$ cat src/rtl/spi_req_arbiter.sv
// Round-robin arbiter that hands 12-bit words from NREQ requesters to a single SPI master,
// tracking each transfer through spi_cs and aborting it after TIMEOUT cycles.
module spi_req_arbiter #(
    parameter int NREQ    = 3,
    parameter int TIMEOUT = 20
) (
    input  logic                 sclk,
    input  logic                 reset,
    input  logic [NREQ-1:0]      req,
    input  logic [12*NREQ-1:0]   req_data,
    output logic [NREQ-1:0]      gnt,
    output logic [NREQ-1:0]      done,
    output logic                 err,
    output logic                 busy,
    output logic                 spi_newdata,
    output logic [11:0]          spi_datain,
    input  logic                 spi_cs
);
    localparam int IW = (NREQ > 1) ? $clog2(NREQ) : 1;
    localparam int CW = $clog2(TIMEOUT + 1);

    localparam logic [1:0] S_IDLE   = 2'd0;
    localparam logic [1:0] S_START  = 2'd1;
    localparam logic [1:0] S_BUSY   = 2'd2;
    localparam logic [1:0] S_FINISH = 2'd3;

    localparam logic [IW-1:0] LAST_RST  = IW'(NREQ - 1);
    localparam logic [CW-1:0] CNT_LIMIT = CW'(TIMEOUT);
    localparam logic [CW-1:0] CNT_ONE   = CW'(1);

    function automatic logic [NREQ-1:0] onehot(input logic [IW-1:0] idx);
        onehot = {{(NREQ-1){1'b0}}, 1'b1} << idx;
    endfunction

    logic [1:0]      state_q, state_d;
    logic [IW-1:0]   last_q, last_d;
    logic [IW-1:0]   win_q, win_d;
    logic [CW-1:0]   cnt_q, cnt_d;
    logic [11:0]     data_q, data_d;
    logic            newdata_q, newdata_d;
    logic [NREQ-1:0] gnt_q, gnt_d;
    logic [NREQ-1:0] done_q, done_d;
    logic            err_q, err_d;
    logic            busy_q, busy_d;

    logic            pick_found_s;
    logic [IW-1:0]   pick_idx_s;
    logic [IW-1:0]   cand_s;
    logic            hit_s;
    logic [11:0]     pick_word_s;
    logic [CW-1:0]   cnt_inc_s;
    logic            timeout_s;

    // Round-robin search starting just after the last winner, first requester found wins
    always_comb begin
        pick_found_s = 1'b0;
        pick_idx_s   = last_q;
        cand_s       = '0;
        hit_s        = 1'b0;
        for (int k = 1; k <= NREQ; k++) begin
            cand_s       = IW'((int'(last_q) + k) % NREQ);
            hit_s        = req[cand_s] & ~pick_found_s;
            pick_idx_s   = hit_s ? cand_s : pick_idx_s;
            pick_found_s = pick_found_s | hit_s;
        end
    end

    assign pick_word_s = req_data[12*int'(pick_idx_s) +: 12];
    assign cnt_inc_s   = cnt_q + CNT_ONE;
    assign timeout_s   = (cnt_inc_s == CNT_LIMIT);

    // Transaction sequencing; the timeout check outranks every spi_cs transition
    always_comb begin
        state_d   = state_q;
        last_d    = last_q;
        win_d     = win_q;
        cnt_d     = cnt_q;
        data_d    = data_q;
        newdata_d = newdata_q;
        gnt_d     = '0;
        done_d    = '0;
        err_d     = 1'b0;
        case (state_q)
            S_IDLE: begin
                if (pick_found_s) begin
                    state_d   = S_START;
                    win_d     = pick_idx_s;
                    data_d    = pick_word_s;
                    gnt_d     = onehot(pick_idx_s);
                    newdata_d = 1'b1;
                    cnt_d     = '0;
                end else begin
                    state_d   = S_IDLE;
                end
            end
            S_START: begin
                cnt_d = cnt_inc_s;
                if (timeout_s) begin
                    state_d   = S_IDLE;
                    err_d     = 1'b1;
                    newdata_d = 1'b0;
                    last_d    = win_q;
                end else if (!spi_cs) begin
                    state_d   = S_BUSY;
                    newdata_d = 1'b0;
                end else begin
                    state_d   = S_START;
                end
            end
            S_BUSY: begin
                cnt_d = cnt_inc_s;
                if (timeout_s) begin
                    state_d   = S_IDLE;
                    err_d     = 1'b1;
                    newdata_d = 1'b0;
                    last_d    = win_q;
                end else if (spi_cs) begin
                    state_d = S_FINISH;
                    done_d  = onehot(win_q);
                end else begin
                    state_d = S_BUSY;
                end
            end
            S_FINISH: begin
                state_d = S_IDLE;
                last_d  = win_q;
            end
            default: begin
                state_d   = S_IDLE;
                newdata_d = 1'b0;
            end
        endcase
        busy_d = (state_d != S_IDLE);
    end

    // State and registered outputs
    always_ff @(posedge sclk) begin
        if (reset) begin
            state_q   <= S_IDLE;
            last_q    <= LAST_RST;
            win_q     <= '0;
            cnt_q     <= '0;
            data_q    <= 12'h000;
            newdata_q <= 1'b0;
            gnt_q     <= '0;
            done_q    <= '0;
            err_q     <= 1'b0;
            busy_q    <= 1'b0;
        end else begin
            state_q   <= state_d;
            last_q    <= last_d;
            win_q     <= win_d;
            cnt_q     <= cnt_d;
            data_q    <= data_d;
            newdata_q <= newdata_d;
            gnt_q     <= gnt_d;
            done_q    <= done_d;
            err_q     <= err_d;
            busy_q    <= busy_d;
        end
    end

    assign gnt         = gnt_q;
    assign done        = done_q;
    assign err         = err_q;
    assign busy        = busy_q;
    assign spi_newdata = newdata_q;
    assign spi_datain  = data_q;

endmodule

$ cat config.mk
export PLATFORM = sky130hd
export DESIGN_NAME = spi_req_arbiter
export DESIGN_NICKNAME = d
export VERILOG_FILES = /design/src/rtl/spi_req_arbiter.sv
export SDC_FILE = /design/constraint.sdc
export NUM_CORES = 1
export LEC_CHECK = 0
export BUFFER_PORTS_ARGS = -buffer_cell sky130_fd_sc_hd__buf_2
export CORE_MARGIN = 2
export CORE_UTILIZATION = 47
export CTS_BUF_LIST = sky130_fd_sc_hd__clkbuf_8
export CTS_CLUSTER_SIZE = 12
export DETAILED_ROUTE_END_ITERATION = 7
export PLACE_DENSITY = 0.78
export SLEW_MARGIN = 10
export SYNTH_ARGS = -nofsm -noshare
export SYNTH_HDL_FRONTEND = slang
export SYNTH_SLANG_ARGS = --single-unit
$ cat constraint.sdc
create_clock -name sclk -period 2.2 [get_ports sclk]
set_input_delay 0.22 -clock sclk [delete_from_list [all_inputs] [get_ports sclk]]
set_output_delay 0.22 -clock sclk [all_outputs]
set_load 0.05 [all_outputs]
==> flow_metrics.env, run 1 <==
export IMPL_antenna_found_initial=0
export IMPL_worstSkewPairLatency_ns=0.29
export IMPL_synth_edf_count=0
export IMPL_worstMarginPinSlew_ns=0.385
export IMPL_grt_overflow=0
export IMPL_synthArstFlopShare_pct=0
export IMPL_num_vias=1742
export IMPL_reg2reg_from="last_q[0]"
export IMPL_ys_warn_count=0
export IMPL_totalWireLength_um=4570
export IMPL_timing_fmax_ghz=0.469
export IMPL_finalNetCount=331
export IMPL_synth_top_cells_by_area="dfxtp_1 33%, mux2i_1 8.9%, o221ai_2 7.8%"
export IMPL_drtIter0Drc=70
export IMPL_cellPowerDensity_nw_per_um2=605
export IMPL_fin_crit_ns=2.13
export IMPL_critPathCaptureType="flop"
export IMPL_synthFlopType="dfxtp_1"
export IMPL_dp_cells=319
export IMPL_ant_nets=0
export IMPL_arrival_ns=2.30
export IMPL_finalSetupViolCount=0
export IMPL_cts_sinks=32
export IMPL_die_w_um=67.8
export IMPL_hold_violations=0
export IMPL_grt_start_max_net_pins=18
export IMPL_chipHeight_um=67.8
export IMPL_drc_errors=0
export IMPL_place_ws_ns=-0.116
export IMPL_slew_viol_final=0
export IMPL_cp_max_fo=13
export IMPL_synth_top_area_share_pct=33.5
export IMPL_grt_pass1_vias=1629
export IMPL_grt_pass1_wl_um=6960
export IMPL_via_per_inst=5.26
export IMPL_track_usage_pct=20.2
export IMPL_cts_clk_slew_worst_paths_ns=0.07
export IMPL_holdWs_ns=0.194
export IMPL_p_leak_nw=1.18
export IMPL_yosys_register_bits=32
export IMPL_cts_root_buf="clkbuf_8"
export IMPL_place_gp_congestion=0.852
export IMPL_ff_latch_area_sq_um=642
export IMPL_initial_core_util_pct=48.2
export IMPL_layout_cells_non_filler=331
export IMPL_syn_avg_cell_area_sq_um=9.34
export IMPL_post_route_period_util_pct=97.0
export IMPL_startpoint="last_q[0]"
export IMPL_rows=23
export IMPL_firstDrtPassIters=4
export IMPL_critPathKind="reg -> reg"
export IMPL_ys_seq_area_share_pct=33.5
export IMPL_numPortBuffers=62
export IMPL_clockBufferDepth=2
export IMPL_synthesis_area_sq_um=1910
export IMPL_worst_clock_skew_ns=0.00736
export IMPL_hpwlAfterDp_um=3250
export IMPL_worstHoldStart="req_data[14]"
export IMPL_status="finished, final reports clean"
export IMPL_die_area_sq_um=4600
export IMPL_drive_gt1_share_pct=41.3
export IMPL_yosys_cell_types_count=46
export IMPL_wl_per_cell_um=13.8
export IMPL_ir_drop_mv=0.472
export IMPL_n_fill_cell=343
export IMPL_hold_path_class="in -> reg"
export IMPL_cts_buffers=5
export IMPL_multi_input_area_sq_um=1200
export IMPL_slew_headroom_pct=74.1
export IMPL_synth_cells=205
export IMPL_cts_htree_levels=2
export IMPL_cap_violations=0
export IMPL_start_kind="flop"
export IMPL_cts_tree="built"
export IMPL_yosys_area_top_type="dfxtp_1"
export IMPL_fin_ws_ns=0.0669
export IMPL_io_pins=63
export IMPL_crit_required_ns=2.36
export IMPL_syn_nets=255
export IMPL_syn_to_final_growth_pct=32.7
export IMPL_num_antenna_cells=0
export IMPL_core_area_sq_um=3970
## registers in the layout, summed over array words and instances (netlist names), 2 cells and up
signal / count
spi_datain: 12
cnt_q: 5
done: 3
gnt: 3
last_q: 2
state_q: 2
win_q: 2
## power breakdown
part	total, mW	internal [mW]	switching [mW]
clock network	0.420	0.210	0.210
logic	0.468	0.172	0.296
registers	0.649	0.625	0.0246
## Yosys cell counts, types with 2 or more instances
cell type	number
a21oi_1	12
and2_1	3
buf_2	3
buf_4	2
buf_6	3
clkbuf_1	3
dfxtp_1	32
ha_1	8
inv_1	21
mux2i_1	17
nand2_1	17
nand3_1	3
nand4bb_1	2
nor2_1	9
nor2b_1	5
nor3_1	5
nor3b_1	5
nor4bb_1	2
o21a_1	2
o21ai_0	12
o221ai_1	3
o221ai_2	10
o32a_1	2
or3_1	2
## cell families (layout without fill, tap and decap cells)
logic type      count (synthesis)  count (layout)  share of synthesized area, %
flops                          32              32                          33.5
compound gates                 52              52                          23.4
mux                            17              17                          8.89
fa+ha+maj                       8               8                          5.23
simple gates                   62              63                          20.0
buf+inv                        34             109                          9.02
## final cells by class
cell class | instances | area share (%)
clock buffer | 5 | 2.71
clock inverter | 2 | 0.345
inverter | 21 | 3.10
multi-input combinational | 140 | 47.3
sequential | 32 | 25.3
tap | 50 | 2.46
timing repair buffer | 81 | 18.8
## critical path: stages, from the launching register on
cell,delay [ns]
dfxtp_1,0.33
inv_1,0.07
ha_4,0.34
mux2i_4,0.26
o22ai_4,0.12
o32ai_4,0.41
nand2b_4,0.22
buf_12,0.14
o221ai_2,0.10
## layout by cell type (no fill, tap or decap), types with 3 or more instances in the layout
cell type / count
nor3b_1: 5
inv_1: 22
ha_1: 6
buf_2: 62
nand3_1: 3
o21ai_0: 11
o221ai_2: 11
buf_4: 17
nor3_1: 5
dfxtp_1: 31
nor2_1: 9
mux2i_1: 15
clkbuf_8: 5
nor2b_1: 5
nand2_1: 17
a21oi_1: 11
and2_1: 3
## what timing repair did
action | in CTS | in global routing
buffers inserted | 2 | 2
setup endpoints to repair | 19 | 18
hold endpoints to repair | 0 | 0
resized for setup | 8 | 9
pin swaps | 3 | 4
gates cloned | 1 | 0
hold buffers | 0 | 0
## through the flow
stage	TNS [ns]	cell area [sq um]	utilization, %	total power [mW]
floorplan	0	1920	-	0.982
global placement	-0.305	2330	58.7	1.09
detailed placement	-1.24	2330	58.7	1.10
CTS	0	2480	62.4	1.54
global route	-0.0991	2540	64.0	1.61
finish	0	2540	64.0	1.54
## layer usage
layer	track usage, %	part of all wire [%]	vias to the layer above
met2	34.7	51	47
li1	-	-	888
met4	8.50	1.6	0
met5	0	0	-
met3	5.43	3.8	8
met1	23.6	44	799
## final timing paths
kind              endpoint  slack, ns  cells past startpoint
min          spi_datain[2]       0.19                      3
max reg2reg  spi_datain[0]       0.07                      8
min reg2reg  spi_datain[4]       0.47                      2
max          spi_datain[0]       0.07                      8
Note: power is estimated with default switching activity, not from simulation.
==> run 2: changes to the inputs <==
--- a/config.mk
+++ b/config.mk
@@ -6,12 +6,14 @@
 export NUM_CORES = 1
 export LEC_CHECK = 0
 export BUFFER_PORTS_ARGS = -buffer_cell sky130_fd_sc_hd__buf_2
+export CELL_PAD_IN_SITES_DETAIL_PLACEMENT = 1
+export CELL_PAD_IN_SITES_GLOBAL_PLACEMENT = 1
 export CORE_MARGIN = 2
-export CORE_UTILIZATION = 47
+export CORE_UTILIZATION = 35
 export CTS_BUF_LIST = sky130_fd_sc_hd__clkbuf_8
 export CTS_CLUSTER_SIZE = 12
 export DETAILED_ROUTE_END_ITERATION = 7
-export PLACE_DENSITY = 0.78
+export PLACE_DENSITY = 0.77
 export SLEW_MARGIN = 10
 export SYNTH_ARGS = -nofsm -noshare
 export SYNTH_HDL_FRONTEND = slang
==> flow_metrics.env, run 2 (synthesized netlist as in run 1, its figures left out) <==
export IMPL_place_gp_congestion=0.835
export IMPL_largest_reg_flops=12
export IMPL_num_vias=1860
export IMPL_track_usage_pct=19.0
export IMPL_core_area_sq_um=5200
export IMPL_placed_cell_area_sq_um=2380
export IMPL_critPathCaptureType="flop"
export IMPL_ff_latch_area_sq_um=646
export IMPL_firstDrtPassIters=4
export IMPL_power_switching_mw=0.574
export IMPL_stdcell_area_sq_um=2730
export IMPL_multi_input_area_sq_um=1250
export IMPL_grt_pass1_wl_um=9100
export IMPL_antenna_found_initial=0
export IMPL_whs_path_depth=3
export IMPL_worstHoldStart="req_data[14]"
export IMPL_reg2reg_from="last_q[1]"
export IMPL_layout_cells_non_filler=355
export IMPL_final_cell_mix="62 x buf_2, 30 x dfxtp_1, 19 x inv_1"
export IMPL_switching_share_pct=34.8
export IMPL_fin_crit_ns=2.12
export IMPL_fin_ws_ns=0.0837
export IMPL_reg2reg_to="spi_datain[0]"
export IMPL_drc_errors=0
export IMPL_worstMarginPinSlew_ns=0.367
export IMPL_rows=26
export IMPL_grt_overflow=0
export IMPL_cts_hold_buf=0
export IMPL_p_leak_nw=1.22
export IMPL_r2r_slack_ns=0.08
export IMPL_clockBufferDepth=2
export IMPL_via_per_inst=5.24
export IMPL_numPortBuffers=62
export IMPL_initial_core_util_pct=36.8
export IMPL_start_kind="flop"
export IMPL_arrival_ns=2.28
export IMPL_grt_pass1_vias=1912
export IMPL_wl_per_cell_um=17.3
export IMPL_cap_violations=0
export IMPL_cellPowerDensity_nw_per_um2=604
export IMPL_drtIter0Drc=74
export IMPL_comb_power_share_pct=31.4
export IMPL_ff2ff_path_depth=9
export IMPL_cp_max_fo=6
export IMPL_n_fill_cell=627
export IMPL_place_ws_ns=-0.231
export IMPL_die_area_sq_um=6080
export IMPL_finalNetCount=334
export IMPL_intPower_mw=1.07
export IMPL_totalWireLength_um=6140
export IMPL_hpwlAfterDp_um=3920
export IMPL_chipHeight_um=78.0
export IMPL_cts_buffers=5
export IMPL_ir_drop_mv=0.427
export IMPL_worst_clock_skew_ns=0.00683
export IMPL_cts_root_buf="clkbuf_8"
export IMPL_hold_path_class="in -> reg"
export IMPL_io_pins=63
export IMPL_finalSetupViolCount=0
export IMPL_dp_cells=340
export IMPL_cts_sinks=32
export IMPL_tns_ns=0
export IMPL_cts_tree="built"
export IMPL_slew_viol_final=0
export IMPL_drive_gt1_share_pct=47.0
export IMPL_grt_start_max_net_pins=18
export IMPL_post_route_period_util_pct=96.2
export IMPL_pwr_share_clk_pct=29.1
export IMPL_critPathKind="reg -> reg"
export IMPL_cts_clk_slew_worst_paths_ns=0.07
export IMPL_die_w_um=78.0
export IMPL_seq_power_share_pct=39.5
export IMPL_worstSkewPairLatency_ns=0.28
export IMPL_ant_nets=0
export IMPL_hold_violations=0
export IMPL_cts_htree_levels=2
export IMPL_final_common_cell="buf_2"
export IMPL_status="finished, final reports clean"
export IMPL_min_to="spi_datain[2]"
export IMPL_crit_required_ns=2.36
export IMPL_syn_to_final_growth_pct=42.4
export IMPL_slew_headroom_pct=74.8
export IMPL_timing_fmax_ghz=0.473
export IMPL_num_antenna_cells=0
[run 2: metrics by stage]
| step | power (mW) | hold WS [ns] | util [%] |
|---|---|---|---|
| floorplan | 0.982 | 0.382 | - |
| detailed placement | 1.12 | 0.454 | 45.6 |
| CTS | 1.61 | 0.184 | 48.7 |
| global route | 1.72 | 0.212 | 52.4 |
| finish | 1.65 | 0.190 | 52.4 |
| global placement | 1.11 | 0.443 | 45.6 |
[run 2: worst max path at each step]
stage                     startpoint       endpoint  slack [ns]  cells after the start
after CTS                  last_q[0]  spi_datain[2]       0.007                     10
after floorplan            last_q[0]  spi_datain[0]       0.008                      9
after global routing       last_q[1]  spi_datain[2]       -0.02                      8
final                      last_q[1]  spi_datain[0]        0.08                      9
after detailed placement   last_q[0]  spi_datain[5]       -0.23                      8
after global placement     last_q[0]  spi_datain[4]       -0.04                      8
[run 2: layer usage]
metal	vias up	GRT usage, %	wire (um)
li1	896	-	-
met1	910	23.1	2610
met2	42	33.1	3190
met3	12	3.60	196
met4	0	7.19	146
met5	-	0	0
[run 2: layout make-up]
| cell class | count | area share (%) |
|---|---|---|
| clock buffer | 6 | 3.03 |
| sequential | 32 | 23.7 |
| multi-input combinational | 139 | 46.0 |
| inverter | 21 | 2.89 |
| timing repair buffer | 85 | 20.8 |
| clock inverter | 2 | 0.367 |
| tap | 70 | 3.21 |
[run 2: critical path, cell delays in order, from the launching register on]
cell and delay, ns:
dfxtp_4 0.37, ha_4 0.28, buf_6 0.14, buf_4 0.14, o22ai_4 0.21, o221ai_4 0.15, o32ai_4 0.23, nand2b_4 0.24
clkbuf_16 0.16, o221ai_2 0.08
[run 2: power by group through the flow]
stage | Combinational (mW) | Sequential, mW | Clock, mW
after global routing | 0.552 | 0.656 | 0.512
after floorplan | 0.198 | 0.784 | 0
after detailed placement | 0.454 | 0.662 | 0
after global placement | 0.445 | 0.661 | 0
after CTS | 0.467 | 0.651 | 0.490
final | 0.518 | 0.651 | 0.479
[run 2: repair_timing]
item | 4_1_cts | 5_1_grt
endpoints found under the setup margin | 23 | 21
pin swaps | 4 | 7
hold endpoints to repair | 0 | 0
buffers inserted | 4 | 1
gates resized for setup | 7 | 35
cloned | 0 | 2
==> run 3: changes to the inputs <==
--- a/config.mk
+++ b/config.mk
@@ -14,6 +14,7 @@
 export CTS_CLUSTER_SIZE = 12
 export DETAILED_ROUTE_END_ITERATION = 7
 export PLACE_DENSITY = 0.77
+export REMOVE_ABC_BUFFERS = 1
 export SLEW_MARGIN = 10
 export SYNTH_ARGS = -nofsm -noshare
 export SYNTH_HDL_FRONTEND = slang
==> flow_metrics.env, run 3 (synthesized netlist as in run 1, its figures left out) <==
export IMPL_start_kind="flop"
export IMPL_reg2reg_to="spi_datain[6]"
export IMPL_final_common_cell="buf_2"
export IMPL_num_vias=1911
export IMPL_fin_ws_ns=-0.0548
export IMPL_place_gp_congestion=0.805
export IMPL_cts_clk_slew_worst_paths_ns=0.07
export IMPL_fin_crit_ns=2.25
export IMPL_grt_overflow=0
export IMPL_hold_violations=0
export IMPL_totalWireLength_um=6590
export IMPL_num_antenna_cells=0
export IMPL_violations="setup timing"
export IMPL_clockBufferDepth=2
export IMPL_critPathCaptureType="flop"
export IMPL_cts_sinks=32
export IMPL_final_cell_mix="62 x buf_2, 30 x dfxtp_1, 21 x inv_1"
export IMPL_cellPowerDensity_nw_per_um2=587
export IMPL_rsz0062_at_grt="yes"
export IMPL_cap_violations=0
export IMPL_worstHoldStart="req_data[14]"
export IMPL_cp_max_fo=4
export IMPL_cts_buffers=5
export IMPL_grt_pass1_vias=1980
export IMPL_r2r_slack_ns=-0.05
export IMPL_ant_nets=0
export IMPL_holdWs_ns=0.192
export IMPL_drc_errors=0
export IMPL_cts_root_buf="clkbuf_8"
export IMPL_reg2reg_from="last_q[0]"
export IMPL_critPathKind="reg -> reg"
export IMPL_worstSkewPairLatency_ns=0.29
export IMPL_slew_viol_final=0
export IMPL_finalNetCount=339
export IMPL_cp_slowest_stage_delay_ns=0.34
export IMPL_p_total_mw=1.69
export IMPL_critical_path_slowest_cell="dfxtp_2"
export IMPL_arrival_ns=2.42
export IMPL_chipHeight_um=78.0
export IMPL_track_usage_pct=21.9
export IMPL_crit_required_ns=2.37
export IMPL_ir_drop_mv=0.323
export IMPL_wl_per_cell_um=18.3
export IMPL_io_pins=63
export IMPL_hold_path_class="in -> reg"
export IMPL_worstMarginPinSlew_ns=0.369
export IMPL_post_route_util_pct=55.2
export IMPL_numPortBuffers=62
export IMPL_core_area_sq_um=5200
export IMPL_die_w_um=78.0
export IMPL_status="complete, but fails checks"
export IMPL_cts_hold_buf=0
export IMPL_largest_reg_flops=12
export IMPL_via_per_inst=5.31
export IMPL_firstDrtPassIters=4
export IMPL_die_area_sq_um=6080
export IMPL_finalSetupViolCount=12
export IMPL_path_cells="buf_6 > ha_4 > buf_6 > a22oi_2 > o22ai_4 > buf_6 > o221ai_4 > buf_6 > buf_16 > mux2i_1 > o221ai_2"
export IMPL_syn_to_final_growth_pct=50.1
export IMPL_timing_fmax_ghz=0.443
export IMPL_ff2ff_path_depth=11
export IMPL_grt_pass1_wl_um=10200
export IMPL_post_route_period_util_pct=102
export IMPL_drtIter0Drc=67
export IMPL_slew_headroom_pct=74.7
export IMPL_cp_endpoint="spi_datain[6]"
export IMPL_worst_clock_skew_ns=0.00557
export IMPL_rows=26
export IMPL_place_ws_ns=-0.232
export IMPL_p_leak_nw=1.25
export IMPL_cts_tree="built"
export IMPL_hpwlAfterDp_um=4010
export IMPL_startpoint="last_q[0]"
export IMPL_antenna_found_initial=0
export IMPL_cp_common_cell="buf_6"
export IMPL_grt_start_max_net_pins=18
export IMPL_cts_htree_levels=2
export IMPL_drive_gt1_share_pct=49.7
export IMPL_initial_core_util_pct=36.8
==> run 3: cell types whose count changed in the layout (fill, tap and decap cells not counted), sizes merged <==
| cell | previous run | this run |
|---|---|---|
| nand3 | 4 | 5 |
| inv | 21 | 23 |
| clkinv | 2 | 0 |
| buf | 83 | 88 |
| clkbuf | 8 | 7 |
==> run 3: area by class of cell <==
cell class | count | area [sq um]
clock buffers | 6 | 82.6
multi-input cells | 140 | 1350
inverters | 21 | 81.3
flip-flops and latches | 32 | 646
clock inverters | 2 | 7.51
well taps | 70 | 87.6
fillers | 610 | 2330
repair buffers | 89 | 622
==> run 3: repair_timing <==
action                     in CTS  in global routing
buffers inserted                2                  6
setup endpoints to repair      22                 22
resized for setup              29                 32
cloned                          3                  1
pin swaps                       6                 11
==> run 3: worst min-delay path by stage <==
stage | endpoint | slack, ns | cells after the start
final | spi_datain[2] | 0.19 | 3
after global routing | spi_datain[2] | 0.20 | 3
after global placement | spi_datain[4] | 0.44 | 2
after CTS | spi_datain[2] | 0.19 | 3
after floorplan | cnt_q[0] | 0.29 | 1
after detailed placement | spi_datain[4] | 0.45 | 2
==> run 3: power by group <==
| part | internal (mW) | switching [mW] | leakage (nW) | total, mW |
|---|---|---|---|---|
| Clock | 0.246 | 0.223 | 0.0538 | 0.469 |
| Combinational | 0.225 | 0.341 | 0.939 | 0.566 |
| Sequential | 0.623 | 0.0284 | 0.262 | 0.652 |
==> run 3: worst max-delay path, delay by kind of cell, from the launching register on <==
kind / cells / cell delay, ns
compound gates: 4 / 0.67
fa+ha+maj: 1 / 0.16
buf+inv: 5 / 0.67
flops: 1 / 0.34
mux: 1 / 0.28
==> run 3: per-stage QoR <==
stage / cell area [sq um] / cells / TNS [ns]
final: 2870 / 360 / -0.294
after global routing: 2870 / 360 / -1.28
after CTS: 2670 / 353 / 0
after detailed placement: 2360 / 340 / -2.34
after global placement: 2360 / 340 / -0.542
after floorplan: 1820 / 192 / -1.35
==> run 3: per-layer routing <==
metal | part of all wire (%) | global-route usage, % | wire length [um] | vias up
met5 | 0 | 0 | 0 | -
met1 | 39 | 24.8 | 2600 | 932
met4 | 2.9 | 10.0 | 194 | 0
li1 | - | - | - | 913
met2 | 54 | 38.5 | 3570 | 47
met3 | 3.4 | 5.23 | 224 | 19
